==> src/rtl/mem_stage_pkg.sv <==
// -----------------------------------------------------------------------------
// mem_stage_pkg
// Shared definitions for the MEM stage of the 5-stage MIPS pipeline:
//   - FSM state encodings for the data-memory access sequencer (IDLE, WAIT)
//   - LOAD_ABORT_DATA: value written back when a load times out
//   - mem_wb_t: MEM/WB pipeline register layout, plus its reset value
//   - mem_wb_bubble(): turns an entry into a bubble while keeping its data
// -----------------------------------------------------------------------------
package mem_stage_pkg;

    // Access sequencer state enumeration, kept as plain constants so that
    // older flows that dislike enum types still accept it.
    localparam logic [0:0] STATE_IDLE = 1'b0;
    localparam logic [0:0] STATE_WAIT = 1'b1;

    localparam logic [31:0] LOAD_ABORT_DATA = 32'h0000_0000;

    typedef struct packed {
        logic        reg_write;
        logic        mem_to_reg;
        logic [4:0]  w_addr;
        logic [31:0] alu_result;
        logic [31:0] mem_data;
    } mem_wb_t;

    localparam mem_wb_t MEM_WB_RESET = '{
        reg_write:  1'b0,
        mem_to_reg: 1'b0,
        w_addr:     5'd0,
        alu_result: 32'h0,
        mem_data:   32'h0
    };

    // A bubble only needs its control bits cleared; the data fields are
    // don't-care downstream, so they simply hold to avoid needless toggling.
    function automatic mem_wb_t mem_wb_bubble(input mem_wb_t cur);
        mem_wb_t b;
        b            = cur;
        b.reg_write  = 1'b0;
        b.mem_to_reg = 1'b0;
        return b;
    endfunction

endpackage

==> src/rtl/mem_stage_branch_resolve.sv <==
// -----------------------------------------------------------------------------
// mem_stage_branch_resolve
// Purely combinational conditional-branch resolution: a branch is taken when
// any branch kind is selected and its matching compare flag is set.
// Ports:
//   gtz_in..ltz_in               compare flags from EX/MEM
//   branch_gtz_in..branch_ltz_in branch kind selects from EX/MEM
//   taken                        branch taken
// -----------------------------------------------------------------------------
module mem_stage_branch_resolve (
    input  logic gtz_in,
    input  logic ne_in,
    input  logic eq_in,
    input  logic gez_in,
    input  logic lez_in,
    input  logic ltz_in,
    input  logic branch_gtz_in,
    input  logic branch_ne_in,
    input  logic branch_eq_in,
    input  logic branch_gez_in,
    input  logic branch_lez_in,
    input  logic branch_ltz_in,
    output logic taken
);

    always_comb begin
        taken = (branch_gtz_in & gtz_in) |
                (branch_ne_in  & ne_in)  |
                (branch_eq_in  & eq_in)  |
                (branch_gez_in & gez_in) |
                (branch_lez_in & lez_in) |
                (branch_ltz_in & ltz_in);
    end

endmodule

==> src/rtl/mem_stage.sv <==
// -----------------------------------------------------------------------------
// mem_stage
// MEM stage of the 5-stage MIPS pipeline. Resolves conditional branches,
// runs loads/stores on a req/ack data-memory bus (stalling upstream while the
// memory is busy, aborting after MAX_WAIT wait cycles) and owns the MEM/WB
// pipeline register. All state changes on the falling edge of clk.
//
// Parameters: MAX_WAIT (wait cycles before abort), ADDR_W (dmem address width)
// Ports:
//   clk, rst_n                    clock (falling-edge), async active-low reset
//   new_pc_in, ALU_result_in,
//   rData_reg2_in, wAddr_reg_in   EX/MEM data
//   *_in compare flags / Branch_* branch resolution inputs
//   MemWrite_in, RegWrite_in,
//   MemtoReg_in                   EX/MEM control (MemtoReg_in marks a load)
//   dmem_*                        data-memory bus
//   pc_src, branch_target         redirect to IF
//   stall                         freeze PC, IF/ID, ID/EX, EX/MEM
//   bus_err                       sticky access-timeout flag
//   wb_*                          MEM/WB pipeline register outputs
//   align_err                     (MEM_ALIGN_CHECK_EN only) misaligned-access pulse
//
// Build option: define MEM_ALIGN_CHECK_EN to suppress misaligned accesses.
//
// Bus handshake: dmem_req stays high from the first request cycle until the
// cycle in which dmem_ack is seen (inclusive); address/data/we are held by the
// frozen upstream. An ack completes the access in the cycle it is sampled.
// -----------------------------------------------------------------------------
module mem_stage
    import mem_stage_pkg::*;
#(
    parameter int MAX_WAIT = 15,
    parameter int ADDR_W   = 32
) (
    input  logic              clk,
    input  logic              rst_n,
    input  logic [31:0]       new_pc_in,
    input  logic [31:0]       ALU_result_in,
    input  logic [31:0]       rData_reg2_in,
    input  logic [4:0]        wAddr_reg_in,
    input  logic              gtz_in,
    input  logic              ne_in,
    input  logic              eq_in,
    input  logic              gez_in,
    input  logic              lez_in,
    input  logic              ltz_in,
    input  logic              Branch_gtz_in,
    input  logic              Branch_ne_in,
    input  logic              Branch_eq_in,
    input  logic              Branch_gez_in,
    input  logic              Branch_lez_in,
    input  logic              Branch_ltz_in,
    input  logic              MemWrite_in,
    input  logic              RegWrite_in,
    input  logic              MemtoReg_in,
    input  logic              dmem_ack,
    input  logic [31:0]       dmem_rdata,
    output logic              dmem_req,
    output logic              dmem_we,
    output logic [ADDR_W-1:0] dmem_addr,
    output logic [31:0]       dmem_wdata,
    output logic              pc_src,
    output logic [31:0]       branch_target,
    output logic              stall,
    output logic              bus_err,
    output logic              wb_RegWrite,
    output logic              wb_MemtoReg,
    output logic [4:0]        wb_wAddr,
    output logic [31:0]       wb_ALU_result,
    output logic [31:0]       wb_mem_data
`ifdef MEM_ALIGN_CHECK_EN
    ,
    output logic              align_err
`endif
);

    localparam int CNT_W = (MAX_WAIT < 1) ? 1 : $clog2(MAX_WAIT + 1);
    localparam logic [CNT_W-1:0] CNT_MAX = CNT_W'(MAX_WAIT);

    // ---------------------------------------------------------------- branch
    logic taken;

    mem_stage_branch_resolve u_branch_resolve (
        .gtz_in        (gtz_in),
        .ne_in         (ne_in),
        .eq_in         (eq_in),
        .gez_in        (gez_in),
        .lez_in        (lez_in),
        .ltz_in        (ltz_in),
        .branch_gtz_in (Branch_gtz_in),
        .branch_ne_in  (Branch_ne_in),
        .branch_eq_in  (Branch_eq_in),
        .branch_gez_in (Branch_gez_in),
        .branch_lez_in (Branch_lez_in),
        .branch_ltz_in (Branch_ltz_in),
        .taken         (taken)
    );

    assign pc_src        = taken;
    assign branch_target = new_pc_in;

    // ---------------------------------------------------------------- access
    // MemWrite_in together with MemtoReg_in is a store: dmem_we follows
    // MemWrite_in alone, so the bus sees a write.
    logic access_raw;
    logic access;

    assign access_raw = MemWrite_in | MemtoReg_in;

`ifdef MEM_ALIGN_CHECK_EN
    logic misaligned;
    logic align_err_q;
    logic align_err_d;

    assign misaligned  = access_raw & (ALU_result_in[1:0] != 2'b00);
    assign access      = access_raw & ~misaligned;
    assign align_err_d = misaligned;
    assign align_err   = align_err_q;
`else
    assign access = access_raw;
`endif

    assign dmem_we    = MemWrite_in;
    assign dmem_addr  = ALU_result_in[ADDR_W-1:0];
    assign dmem_wdata = rData_reg2_in;

    // ------------------------------------------------------------------- FSM
    logic [0:0]       state_q, state_d;
    logic [CNT_W-1:0] wait_cnt_q, wait_cnt_d;
    logic             bus_err_q, bus_err_d;
    logic             req_c;
    logic             stall_c;
    logic             abort_c;

    always_comb begin
        state_d    = state_q;
        wait_cnt_d = wait_cnt_q;
        bus_err_d  = bus_err_q;
        req_c      = 1'b0;
        stall_c    = 1'b0;
        abort_c    = 1'b0;
        case (state_q)
            STATE_IDLE: begin
                req_c = access;
                if (access && !dmem_ack) begin
                    stall_c    = 1'b1;
                    state_d    = STATE_WAIT;
                    wait_cnt_d = '0;
                end
            end
            STATE_WAIT: begin
                req_c = 1'b1;
                if (dmem_ack) begin
                    state_d = STATE_IDLE;
                end else if (wait_cnt_q == CNT_MAX) begin
                    // Timeout: drop the request in the abort cycle itself so
                    // the memory never sees a request that will not be waited on.
                    req_c     = 1'b0;
                    abort_c   = 1'b1;
                    bus_err_d = 1'b1;
                    state_d   = STATE_IDLE;
                end else begin
                    stall_c    = 1'b1;
                    wait_cnt_d = wait_cnt_q + CNT_W'(1);
                end
            end
            default: begin
                state_d = STATE_IDLE;
            end
        endcase
    end

    // Gated by rst_n so the request and stall drop as soon as reset asserts,
    // even while the upstream still presents an access.
    assign dmem_req = rst_n & req_c;
    assign stall    = rst_n & stall_c;
    assign bus_err  = bus_err_q;

    // --------------------------------------------------------------- MEM/WB
    mem_wb_t mem_wb_q, mem_wb_d;

    always_comb begin
        mem_wb_d = mem_wb_q;
        if (stall_c) begin
            mem_wb_d = mem_wb_bubble(mem_wb_q);
        end else begin
            mem_wb_d.reg_write  = RegWrite_in;
            mem_wb_d.mem_to_reg = MemtoReg_in;
            mem_wb_d.w_addr     = wAddr_reg_in;
            mem_wb_d.alu_result = ALU_result_in;
            if (abort_c) begin
                mem_wb_d.mem_data = LOAD_ABORT_DATA;
            end else if (dmem_ack) begin
                mem_wb_d.mem_data = dmem_rdata;
            end else begin
                mem_wb_d.mem_data = 32'h0;
            end
`ifdef MEM_ALIGN_CHECK_EN
            if (misaligned) begin
                mem_wb_d.reg_write = 1'b0;
            end
`endif
        end
    end

    assign wb_RegWrite   = mem_wb_q.reg_write;
    assign wb_MemtoReg   = mem_wb_q.mem_to_reg;
    assign wb_wAddr      = mem_wb_q.w_addr;
    assign wb_ALU_result = mem_wb_q.alu_result;
    assign wb_mem_data   = mem_wb_q.mem_data;

    // ------------------------------------------------------------ registers
    always_ff @(negedge clk or negedge rst_n) begin
        if (!rst_n) begin
            state_q    <= STATE_IDLE;
            wait_cnt_q <= '0;
            bus_err_q  <= 1'b0;
            mem_wb_q   <= MEM_WB_RESET;
        end else begin
            state_q    <= state_d;
            wait_cnt_q <= wait_cnt_d;
            bus_err_q  <= bus_err_d;
            mem_wb_q   <= mem_wb_d;
        end
    end

`ifdef MEM_ALIGN_CHECK_EN
    always_ff @(negedge clk or negedge rst_n) begin
        if (!rst_n) begin
            align_err_q <= 1'b0;
        end else begin
            align_err_q <= align_err_d;
        end
    end
`endif

endmodule

==> config.mk <==
export PLATFORM = sky130hd
export DESIGN_NAME = mem_stage
export DESIGN_NICKNAME = d
export VERILOG_FILES = /design/src/rtl/mem_stage_pkg.sv /design/src/rtl/mem_stage_branch_resolve.sv /design/src/rtl/mem_stage.sv
export SDC_FILE = /design/constraint.sdc
export NUM_CORES = 1
export LEC_CHECK = 0
export BUFFER_PORTS_ARGS = -buffer_cell sky130_fd_sc_hd__buf_2
export CAP_MARGIN = 10
export CORE_AREA = 2 2 124 126
export DETAILED_ROUTE_END_ITERATION = 8
export DIE_AREA = 0 0 126 128
export GPL_ROUTABILITY_DRIVEN = 0
export SETUP_SLACK_MARGIN = 0.3
export SLEW_MARGIN = 25
export SYNTH_ARGS = -nofsm -noshare
export SYNTH_HDL_FRONTEND = slang
export SYNTH_SLANG_ARGS = --single-unit
export TNS_END_PERCENT = 20
==> constraint.sdc <==
create_clock -name clk -period 1.7 [get_ports clk]
set_input_delay 0.17 -clock clk [delete_from_list [all_inputs] [get_ports clk]]
set_output_delay 0.17 -clock clk [all_outputs]
set_load 0.005 [all_outputs]
==> reports/qor.csv, run 1 <==
stage;metric;value;unit
status;status;finished, violations left;
status;failing checks;setup timing;
global_route;initial antenna violation count;0;
worst_setup_path;Reg2Reg Depth;5;
placement;input/output buffers;194;
worst_hold_path;min-delay src;new_pc_in[0];
detailed_routing;final wirelength;8440;um
power_and_ir_drop;Pwr per Cell Area;1030;nW/um2
cts;TritonCTS Buffers;9;
logic_synthesis;register area share after synthesis;50.9;%
cts;Longest Clk Path Bufs;2;
logic_synthesis;Synth cell types;30;
worst_setup_path;CP bufs+invs;2;
cts;clock sinks;77;
detailed_routing;vias;2506;
floorplan;# rows;45;
power_and_ir_drop;Pleak;2.47;nW
floorplan;die area;16100;um2
timing;Final Hold Viols;0;
power_and_ir_drop;VDD IR max;417;uV
worst_hold_path;Hold WC Path Type;input port to primary output;
timing;RSZ-0062 raised after global routing;true;
finish;# nets final;554;
timing;Final Worst Setup Slack;-0.829;ns
detailed_routing;Final ANT Viol Nets;0;
worst_setup_path;crit path kind;flip-flop to primary output;
logic_synthesis;syn nets;439;
worst_setup_path;Critical Path AT;2.36;ns
floorplan;Initial Utilization;25.5;%
cts;TritonCTS clock tree;built;
worst_setup_path;critical path's top delay family;flip-flops;
worst_setup_path;worst r2r dst;wb_ALU_result[12]$_DFFE_NN0N_;
floorplan;IO Count;323;
detailed_routing;Initial DRT Pass Iterations;3;
timing;final clock skew;0.00420;ns
worst_setup_path;Worst Setup Start Kind;flip-flop;
worst_hold_path;hold endpoint;branch_target[0];
timing;# setup viols final;147;
logic_synthesis;YS warnings;0;
cts;H-tree levels;3;
timing;Hold Slack;0.340;ns
finish;commonest non-fill, non-tap cell in the layout;buf_2;
floorplan;die height;128;um
worst_setup_path;r2r setup slk;0.02;ns
logic_synthesis;Post-Syn Area per Cell;13.2;um2
timing;Worst Tran Pin Value;0.346;ns
detailed_routing;drt drc;0;
worst_setup_path;r2r startpoint;wait_cnt_q[1]$_DFFE_NN0P_;
cts;worst-skew pair later-pin latency;0.34;ns
worst_setup_path;max incr delay on CP;0.45;ns
timing;count of pins over their slew limit;0;
detailed_routing;vias per cell;4.21;
timing;worst rel slew slack;77.0;%
logic_synthesis;Synth Register Bits;77;
finish;most frequent cells in the layout;buf_2 (192), dfrtn_1 (77), mux2_4 (37);
worst_setup_path;CP required;1.53;ns
worst_setup_path;CP max stage cell;dfrtn_1;
logic_synthesis;cells after synthesis;287;
finish;Area Overhead vs Synth;24.7;%
cts;clk slew on worst S/H paths;0.04;ns
worst_setup_path;CP dominant cell by count;buf_6;
global_route;vias in the first global route;2491;
worst_hold_path;hold path cells;0;
logic_synthesis;Synth Cell Area;3790;um2
floorplan;Core ar.;14900;um2
detailed_routing;initial drt markers;47;
global_route;Overall Global Routing Usage;10.2;%
cts;hold buffer count at cts;0;
placement;Placed Cells;576;
detailed_routing;DR WL/cell;14.2;um
worst_setup_path;CP Max Fanout;3;
finish;diode count;0;
global_route;global route overflow;0;
floorplan;Horiz. Die Dim;126;um
global_route;first-pass GRT wire length;12900;um
finish;final std cells w/o fill;595;
worst_setup_path;Crit. End Element;primary output;
cts;Root Driver;clkbuf_16;
placement;hpwl dp;6260;um
run;max_cap viols;0;
finish;layout cells sized above 1;67.3;%
global_route;largest net degree at the start of global routing;71;
worst_setup_path;crit path cell chain;ha_4 > a41oi_4 > buf_6 > and3_4 > buf_6;
metrics by stage:
step                      area [um2]  worst slack, ns  total power [mW]  setup TNS (ns)  utilization (%)
after global routing            4720           -0.880              5.13          -36.43             31.8
after CTS                       4710           -0.844              4.96          -31.48             31.7
after floorplan                 3830           -0.456              2.70          -29.96                -
after detailed placement        4350           -0.864              2.96          -55.26             29.3
after global placement          4350           -0.817              2.94          -53.23             29.3
final                           4720           -0.829              4.87          -30.17             31.8
worst max path at each step:
stage,startpoint,end,slack [ns],cells past startpoint
after global routing,wait_cnt_q[1]$_DFFE_NN0P_,stall,-0.88,5
after global placement,dmem_ack,wb_ALU_result[11]$_DFFE_NN0N_,-0.82,5
final,wait_cnt_q[1]$_DFFE_NN0P_,stall,-0.83,5
after floorplan,MemWrite_in,wb_ALU_result[0]$_DFFE_NN0N_,-0.46,5
after CTS,wait_cnt_q[1]$_DFFE_NN0P_,stall,-0.84,5
after detailed placement,dmem_ack,wb_ALU_result[14]$_DFFE_NN0N_,-0.86,5
synthesized netlist by cell type:
master	count	area share, %
o31ai_1	1	0.20
a31oi_1	2	0.33
ha_1	1	0.33
clkbuf_1	3	0.30
buf_6	4	1.2
nand2_1	2	0.20
nand2_4	1	0.30
or2_2	1	0.17
dfrtn_1	77	51
mux2_4	37	15
nand2b_1	1	0.17
a22o_1	33	7.6
inv_4	1	0.17
o21ai_0	1	0.13
a41oi_1	1	0.23
a22oi_1	3	0.59
or4_1	1	0.20
and2_1	2	0.33
buf_4	97	19
mux2_2	1	0.30
buf_2	4	0.53
nand3_1	2	0.26
and4_1	1	0.23
and3_1	1	0.17
inv_1	1	0.099
nor3_1	2	0.26
a21oi_1	1	0.13
nor2b_1	1	0.17
or3_4	1	0.30
nor2_1	3	0.30
logic make-up (layout without fill, tap and decap cells):
group / count (synthesis) / after routing / share of synthesized area (%)
buffers and inverters: 110 / 230 / 21.5
adders and majority gates: 1 / 1 / 0.330
muxes: 38 / 38 / 15.0
DFF: 77 / 77 / 50.9
AOI/OAI and AO/OA: 42 / 42 / 9.25
and+or+nand+nor: 19 / 19 / 3.04
power breakdown:
group | switching, mW | internal, mW
Combinational | 0.323 | 0.484
Sequential | 0.105 | 2.04
Clock | 0.751 | 1.17
Total | 1.18 | 3.69
metal layers:
| metal | vias up | GRT usage (%) | part of all wire [%] |
|---|---|---|---|
| li1 | 1141 | - | - |
| met1 | 1185 | 11.7 | 38 |
| met2 | 154 | 15.6 | 48 |
| met3 | 26 | 3.84 | 10 |
| met4 | 0 | 7.69 | 4.0 |
| met5 | - | 0 | 0 |
layout make-up:
type	instances	area, um2
clock buffers	10	239
clock inverters	6	62.6
flip-flops and latches	77	1930
well taps	188	235
multi-input cells	100	1080
fillers	1515	10100
inverters	2	23.8
repair buffers	212	1150
sequential cells by signal, summed over array words and instances, names as in the netlist:
| name | flops |
|---|---|
| wb_mem_data | 32 |
| wb_wAddr | 5 |
| state_q | 1 |
| bus_err | 1 |
| wb_RegWrite | 1 |
| wait_cnt_q | 4 |
| wb_MemtoReg | 1 |
| wb_ALU_result | 32 |
repair_timing:
| action | 4_1_cts | 5_1_grt |
|---|---|---|
| setup buffers | 2 | 1 |
| setup endpoints to repair | 150 | 150 |
| gates resized for setup | 9 | 2 |
| pin swaps | 4 | 1 |
Note: power is estimated with default switching activity, not from simulation.
==> inputs of run 2 (changes only) <==
--- a/config.mk
+++ b/config.mk
@@ -7,10 +7,13 @@
 export LEC_CHECK = 0
 export BUFFER_PORTS_ARGS = -buffer_cell sky130_fd_sc_hd__buf_2
 export CAP_MARGIN = 10
-export CORE_AREA = 2 2 124 126
+export CELL_PAD_IN_SITES_DETAIL_PLACEMENT = 0
+export CELL_PAD_IN_SITES_GLOBAL_PLACEMENT = 1
+export CORE_MARGIN = 2
+export CORE_UTILIZATION = 25
 export DETAILED_ROUTE_END_ITERATION = 8
-export DIE_AREA = 0 0 126 128
 export GPL_ROUTABILITY_DRIVEN = 0
+export PLACE_DENSITY_LB_ADDON = 0.1
 export SETUP_SLACK_MARGIN = 0.3
 export SLEW_MARGIN = 25
 export SYNTH_ARGS = -nofsm -noshare
==> reports/qor.csv, run 2 (same netlist as run 1, synthesis figures left out) <==
stage;metric;value;unit;change
global_route;vias in the first global route;2805;;+13%
placement;hpwl dp;6420;um;+2.4%
cts;TritonCTS clock tree;built;;
worst_setup_path;Critical Path AT;2.30;ns;-0.06 ns
timing;final clock skew;0.00745;ns;+0.00324 ns
timing;Worst Tran Pin Value;0.271;ns;-0.0742 ns
global_route;largest net degree at the start of global routing;42;;-41%
worst_setup_path;crit path kind;flip-flop to primary output;;
worst_setup_path;CP max stage cell;dfrtn_1;;
detailed_routing;initial drt markers;68;;+45%
worst_setup_path;CP required;1.53;ns;about the same
global_route;Overall Global Routing Usage;12.4;%;+2.2 points
status;failing checks;setup timing;;
timing;setup_tns;-58.58;ns;-28.41 ns
floorplan;Initial Utilization;25.9;%;+0.38 points
detailed_routing;vias per cell;4.22;;+0.27%
detailed_routing;Final ANT Viol Nets;0;;unchanged
detailed_routing;DR WL/cell;15.7;um;+11%
status;status;finished, violations left;;
floorplan;die height;127;um;-0.73%
global_route;global route overflow;0;;unchanged
finish;most frequent cells in the layout;buf_2 (189), dfrtn_1 (77), mux2_4 (37);;
floorplan;Horiz. Die Dim;127;um;+0.85%
power_and_ir_drop;Pleak;2.76;nW;+12%
floorplan;# rows;44;;-2.2%
placement;Placed Cells;577;;+0.17%
finish;final std cells w/o fill;627;;+5.4%
worst_setup_path;CP Max Fanout;3;;unchanged
worst_setup_path;CP bufs+invs;1;;-1
worst_setup_path;critical path's top delay family;flip-flops;;
worst_setup_path;Worst Setup Start Kind;flip-flop;;
finish;# nets final;590;;+6.5%
cts;Longest Clk Path Bufs;2;;unchanged
finish;layout cells sized above 1;70.4;%;+3.1 points
finish;Fillers;1470;;-3.0%
timing;Final Worst Setup Slack;-0.774;ns;+0.0551 ns
worst_setup_path;Reg2Reg Depth;14;;+9
timing;Final Hold Viols;0;;unchanged
cts;TritonCTS Buffers;9;;unchanged
global_route;initial antenna violation count;0;;unchanged
timing;RSZ-0062 raised after global routing;true;;
floorplan;IO Count;323;;unchanged
power_and_ir_drop;VDD IR max;390;uV;-6.3%
timing;count of pins over their slew limit;0;;unchanged
detailed_routing;final wirelength;9870;um;+17%
worst_setup_path;max incr delay on CP;0.45;ns;about the same
cts;clock sinks;77;;unchanged
timing;worst rel slew slack;81.9;%;+4.9 points
run;max_cap viols;0;;unchanged
worst_setup_path;Levels on crit path;5;;unchanged
cts;Root Driver;clkbuf_16;;
worst_hold_path;Hold WC Path Type;input port to primary output;;
cts;clk slew on worst S/H paths;0.04;ns;about the same
cts;hold buffer count at cts;0;;unchanged
cts;H-tree levels;3;;unchanged
floorplan;Core ar.;14600;um2;-1.5%
timing;# setup viols final;148;;+0.68%
finish;Area Overhead vs Synth;39.1;%;
power_and_ir_drop;Pwr per Cell Area;938;nW/um2;-9.0%
detailed_routing;Initial DRT Pass Iterations;4;;+1
placement;input/output buffers;194;;unchanged
detailed_routing;drt drc;0;;unchanged
finish;commonest non-fill, non-tap cell in the layout;buf_2;;
detailed_routing;vias;2648;;+5.7%
worst_setup_path;Crit. End Element;primary output;;
floorplan;die area;16100;um2;+0.11%
worst_hold_path;hold path cells;0;;unchanged
global_route;first-pass GRT wire length;15300;um;+18%
cts;worst-skew pair later-pin latency;0.34;ns;about the same
finish;diode count;0;;unchanged
worst_setup_path;crit path cell chain;ha_4 > and4_4 > and2_4 > nor2_2 > buf_2;;
==> run 2: changes by cell type in the layout (fill, tap and decap cells not counted), sizes merged <==
cell	change
clkinv	+2
buf	+35
bufinv	-1
clkbuf	+2
clkinvlp	-2
==> run 2: stage by stage <==
stage	util, %	cell area [um2]	power (mW)	setup slack, ns	hold slack [ns]
after floorplan	-	3830	2.70	-0.456	0.414
after global placement	30.1	4410	2.99	-0.599	0.340
after detailed placement	30.1	4410	2.99	-0.613	0.340
after CTS	35.4	5190	5.03	-0.791	0.340
after global routing	36.0	5270	5.23	-0.832	0.340
final	36.0	5270	4.94	-0.774	0.340
==> run 2: metal layers <==
layer | wire length, um | GRT usage (%)
met1 | 4200 | 15.2
met3 | 1050 | 5.07
met5 | 0 | 0
met4 | 277 | 7.11
met2 | 4330 | 18.5
==> run 2: final cells by class <==
class	instances	area, um2	area share [%]
Sequential cell	77	1930	36.6
Timing Repair Buffer	247	1700	32.2
Multi-Input combinational cell	100	1090	20.8
Clock buffer	12	256	4.87
Tap cell	184	230	4.37
Inverter	2	23.8	0.451
Clock inverter	4	22.5	0.428
Timing Repair inverter	1	16.3	0.309
==> run 2: worst reg2reg max path: stages (launching register included) <==
cell	delay (ns)
dfrtn_1	0.45
ha_4	0.17
and4_4	0.21
buf_4	0.10
buf_4	0.09
buf_4	0.09
buf_4	0.09
buf_4	0.09
buf_4	0.09
buf_4	0.09
buf_4	0.09
buf_4	0.09
buf_4	0.09
nor2_2	0.04
mux2_2	0.25
==> run 2: power breakdown <==
| group | internal [mW] | switching (mW) | total (mW) |
|---|---|---|---|
| clock network | 1.06 | 0.750 | 1.81 |
| registers | 2.04 | 0.101 | 2.14 |
| logic | 0.614 | 0.380 | 0.994 |
==> run 2: worst paths after layout <==
kind                                                 endpoint  slack (ns)                      start
worst max-delay path                                 dmem_req       -0.77  wait_cnt_q[1]$_DFFE_NN0P_
worst min-delay path                         branch_target[1]        0.34               new_pc_in[1]
worst max register to register      wait_cnt_q[0]$_DFFE_NN0P_       -0.48  wait_cnt_q[1]$_DFFE_NN0P_
worst min register to register            bus_err$_DFFE_NN0P_        0.41        bus_err$_DFFE_NN0P_
max in group asynchronous       wb_ALU_result[24]$_DFFE_NN0N_        0.92                      rst_n
min in group asynchronous          wb_mem_data[6]$_DFFE_NN0N_        0.54                      rst_n
==> run 2: repair_timing <==
item / in CTS / in global routing
pin swaps: 11 / 23
setup buffers: 22 / 4
endpoints found under the setup margin: 150 / 150
gates cloned: 8 / 0
endpoints found under the hold margin: 0 / 0
resized for setup: 31 / 15
==> inputs of run 3 (changes only) <==
--- a/config.mk
+++ b/config.mk
@@ -13,7 +13,7 @@
 export CORE_UTILIZATION = 25
 export DETAILED_ROUTE_END_ITERATION = 8
 export GPL_ROUTABILITY_DRIVEN = 0
-export PLACE_DENSITY_LB_ADDON = 0.1
+export PLACE_DENSITY_LB_ADDON = 0.05
 export SETUP_SLACK_MARGIN = 0.3
 export SLEW_MARGIN = 25
 export SYNTH_ARGS = -nofsm -noshare
==> reports/qor.csv, run 3 (same netlist as run 1, synthesis figures left out) <==
stage;metric;value;unit;change
timing;count of pins over their slew limit;0;;unchanged
worst_setup_path;crit path cell chain;ha_4 > buf_6 > a41oi_4 > and3_1 > buf_2;;
finish;# nets final;568;;-3.7%
cts;clock sinks;77;;unchanged
worst_hold_path;Hold WC Path Type;input port to primary output;;
floorplan;Core ar.;14600;um2;unchanged
finish;layout cells sized above 1;68.1;%;-2.3 points
floorplan;Horiz. Die Dim;127;um;unchanged
floorplan;Initial Utilization;25.9;%;unchanged
timing;worst rel slew slack;82.4;%;+0.50 points
global_route;vias in the first global route;2605;;-7.1%
worst_setup_path;CP startpoint;wait_cnt_q[0]$_DFFE_NN0P_;;
timing;Final Worst Setup Slack;-0.784;ns;-0.00959 ns
placement;hpwl dp;6690;um;+4.3%
power_and_ir_drop;Power Total;4.83;mW;-2.3%
detailed_routing;Initial DRT Pass Iterations;4;;unchanged
timing;Worst Tran Pin Value;0.265;ns;-0.00667 ns
floorplan;IO Count;323;;unchanged
worst_setup_path;Worst Setup Start Kind;flip-flop;;
global_route;global route overflow;0;;unchanged
worst_hold_path;hold endpoint;branch_target[27];;
worst_setup_path;max incr delay on CP;0.46;ns;about the same
status;failing checks;setup timing;;
global_route;largest net degree at the start of global routing;47;;+12%
cts;Root Driver;clkbuf_16;;
worst_setup_path;Critical Path AT;2.31;ns;about the same
detailed_routing;vias;2572;;-2.9%
detailed_routing;vias per cell;4.26;;+0.83%
timing;# setup viols final;146;;-1.4%
detailed_routing;final wirelength;9760;um;-1.1%
finish;most frequent cells in the layout;buf_2 (190), dfrtn_1 (77), mux2_4 (37);;
detailed_routing;DR WL/cell;16.2;um;+2.6%
detailed_routing;drt drc;0;;unchanged
finish;Area Overhead vs Synth;32.4;%;
power_and_ir_drop;Pleak;2.61;nW;-5.3%
floorplan;# rows;44;;unchanged
timing;Final Hold Viols;0;;unchanged
cts;worst-skew pair later-pin latency;0.34;ns;about the same
worst_setup_path;CP Max Fanout;4;;+1
detailed_routing;initial drt markers;72;;+5.9%
worst_setup_path;r2r setup slk;-0.18;ns;+0.30 ns
worst_setup_path;CP max stage cell;dfrtn_1;;
worst_setup_path;r2r startpoint;wait_cnt_q[0]$_DFFE_NN0P_;;
power_and_ir_drop;VDD IR max;426;uV;+9.1%
global_route;initial antenna violation count;0;;unchanged
cts;clk slew on worst S/H paths;0.04;ns;about the same
placement;input/output buffers;194;;unchanged
timing;final clock skew;0.00399;ns;-0.00345 ns
cts;TritonCTS Buffers;9;;unchanged
worst_hold_path;hold path cells;0;;unchanged
floorplan;die area;16100;um2;unchanged
placement;Post-Place Cell Area;4420;um2;+0.28%
status;status;finished, violations left;;
run;max_cap viols;0;;unchanged
placement;worst slack at placement;-0.605;ns;+0.00788 ns
cts;Longest Clk Path Bufs;2;;unchanged
cts;TritonCTS clock tree;built;;
global_route;first-pass GRT wire length;14700;um;-3.7%
power_and_ir_drop;Pwr per Cell Area;962;nW/um2;+2.6%
global_route;Overall Global Routing Usage;12.0;%;-0.37 points
finish;commonest non-fill, non-tap cell in the layout;buf_2;;
detailed_routing;Final ANT Viol Nets;0;;unchanged
cts;H-tree levels;3;;unchanged
worst_setup_path;Reg2Reg Depth;9;;-5
finish;Finished Cell Area;5010;um2;-4.8%
worst_setup_path;worst r2r dst;wb_ALU_result[6]$_DFFE_NN0N_;;
timing;RSZ-0062 raised after global routing;true;;
worst_setup_path;crit path kind;flip-flop to primary output;;
worst_setup_path;CP required;1.53;ns;about the same
timing;Hold Slack;0.340;ns;unchanged
worst_hold_path;min-delay src;new_pc_in[27];;
worst_setup_path;Crit. End Element;primary output;;
finish;diode count;0;;unchanged
floorplan;die height;127;um;unchanged
-- run 3: cell types whose count changed in the layout (fill, tap and decap cells not counted), moves of 2 or more --
| cell | previous run | this run |
|---|---|---|
| buf_16 | 9 | 7 |
| buf_4 | 28 | 15 |
| buf_6 | 14 | 6 |
| clkbuf_1 | 1 | 3 |
-- run 3: timing repair --
item	4_1_cts	5_1_grt
hold buffers	0	0
cloned	6	0
resized for setup	27	2
endpoints found under the setup margin	150	150
setup buffers	6	0
pin swaps	40	4
-- run 3: worst max-delay path by stage --
stage	cells past startpoint	endpoint	slack, ns
after floorplan	5	wb_ALU_result[0]$_DFFE_NN0N_	-0.46
after global placement	6	wb_ALU_result[30]$_DFFE_NN0N_	-0.60
after detailed placement	6	wb_ALU_result[31]$_DFFE_NN0N_	-0.61
after CTS	5	stall	-0.84
after global routing	5	dmem_req	-0.86
final	5	stall	-0.78
-- run 3: worst max-delay path: cells and delay by family, from the launching register on --
kind / cells / cell delay, ns
DFF: 1 / 0.46
buffers and inverters: 2 / 0.22
and+or+nand+nor: 1 / 0.20
adders and majority gates: 1 / 0.17
AOI/OAI and AO/OA: 1 / 0.08
-- run 3: area by class of cell --
class	count	area (um2)
Inverter	2	23.8
Fill cell	1479	9630
Sequential cell	77	1930
Tap cell	184	230
Clock inverter	2	10.0
Clock buffer	13	250
Multi-Input combinational cell	100	1090
Timing Repair Buffer	226	1480
-- run 3: metal layers --
metal | global-route usage [%] | vias up | wire (um)
li1 | - | 1160 | -
met1 | 15.2 | 1216 | 4080
met2 | 16.9 | 168 | 4250
met3 | 5.61 | 28 | 1150
met4 | 6.85 | 0 | 273
met5 | 0 | - | 0
-- run 3: power by group --
part / switching, mW / internal [mW]
combinational: 0.368 / 0.575
clock: 0.728 / 1.02
sequential: 0.101 / 2.04
total: 1.20 / 3.63
-- run 3: metrics by stage --
step	cells	TNS (ns)	util, %
floorplan	287	-29.96	-
global placement	577	-41.50	30.2
detailed placement	577	-41.84	30.2
CTS	604	-37.47	34.2
global route	604	-42.02	34.2
finish	604	-37.01	34.2
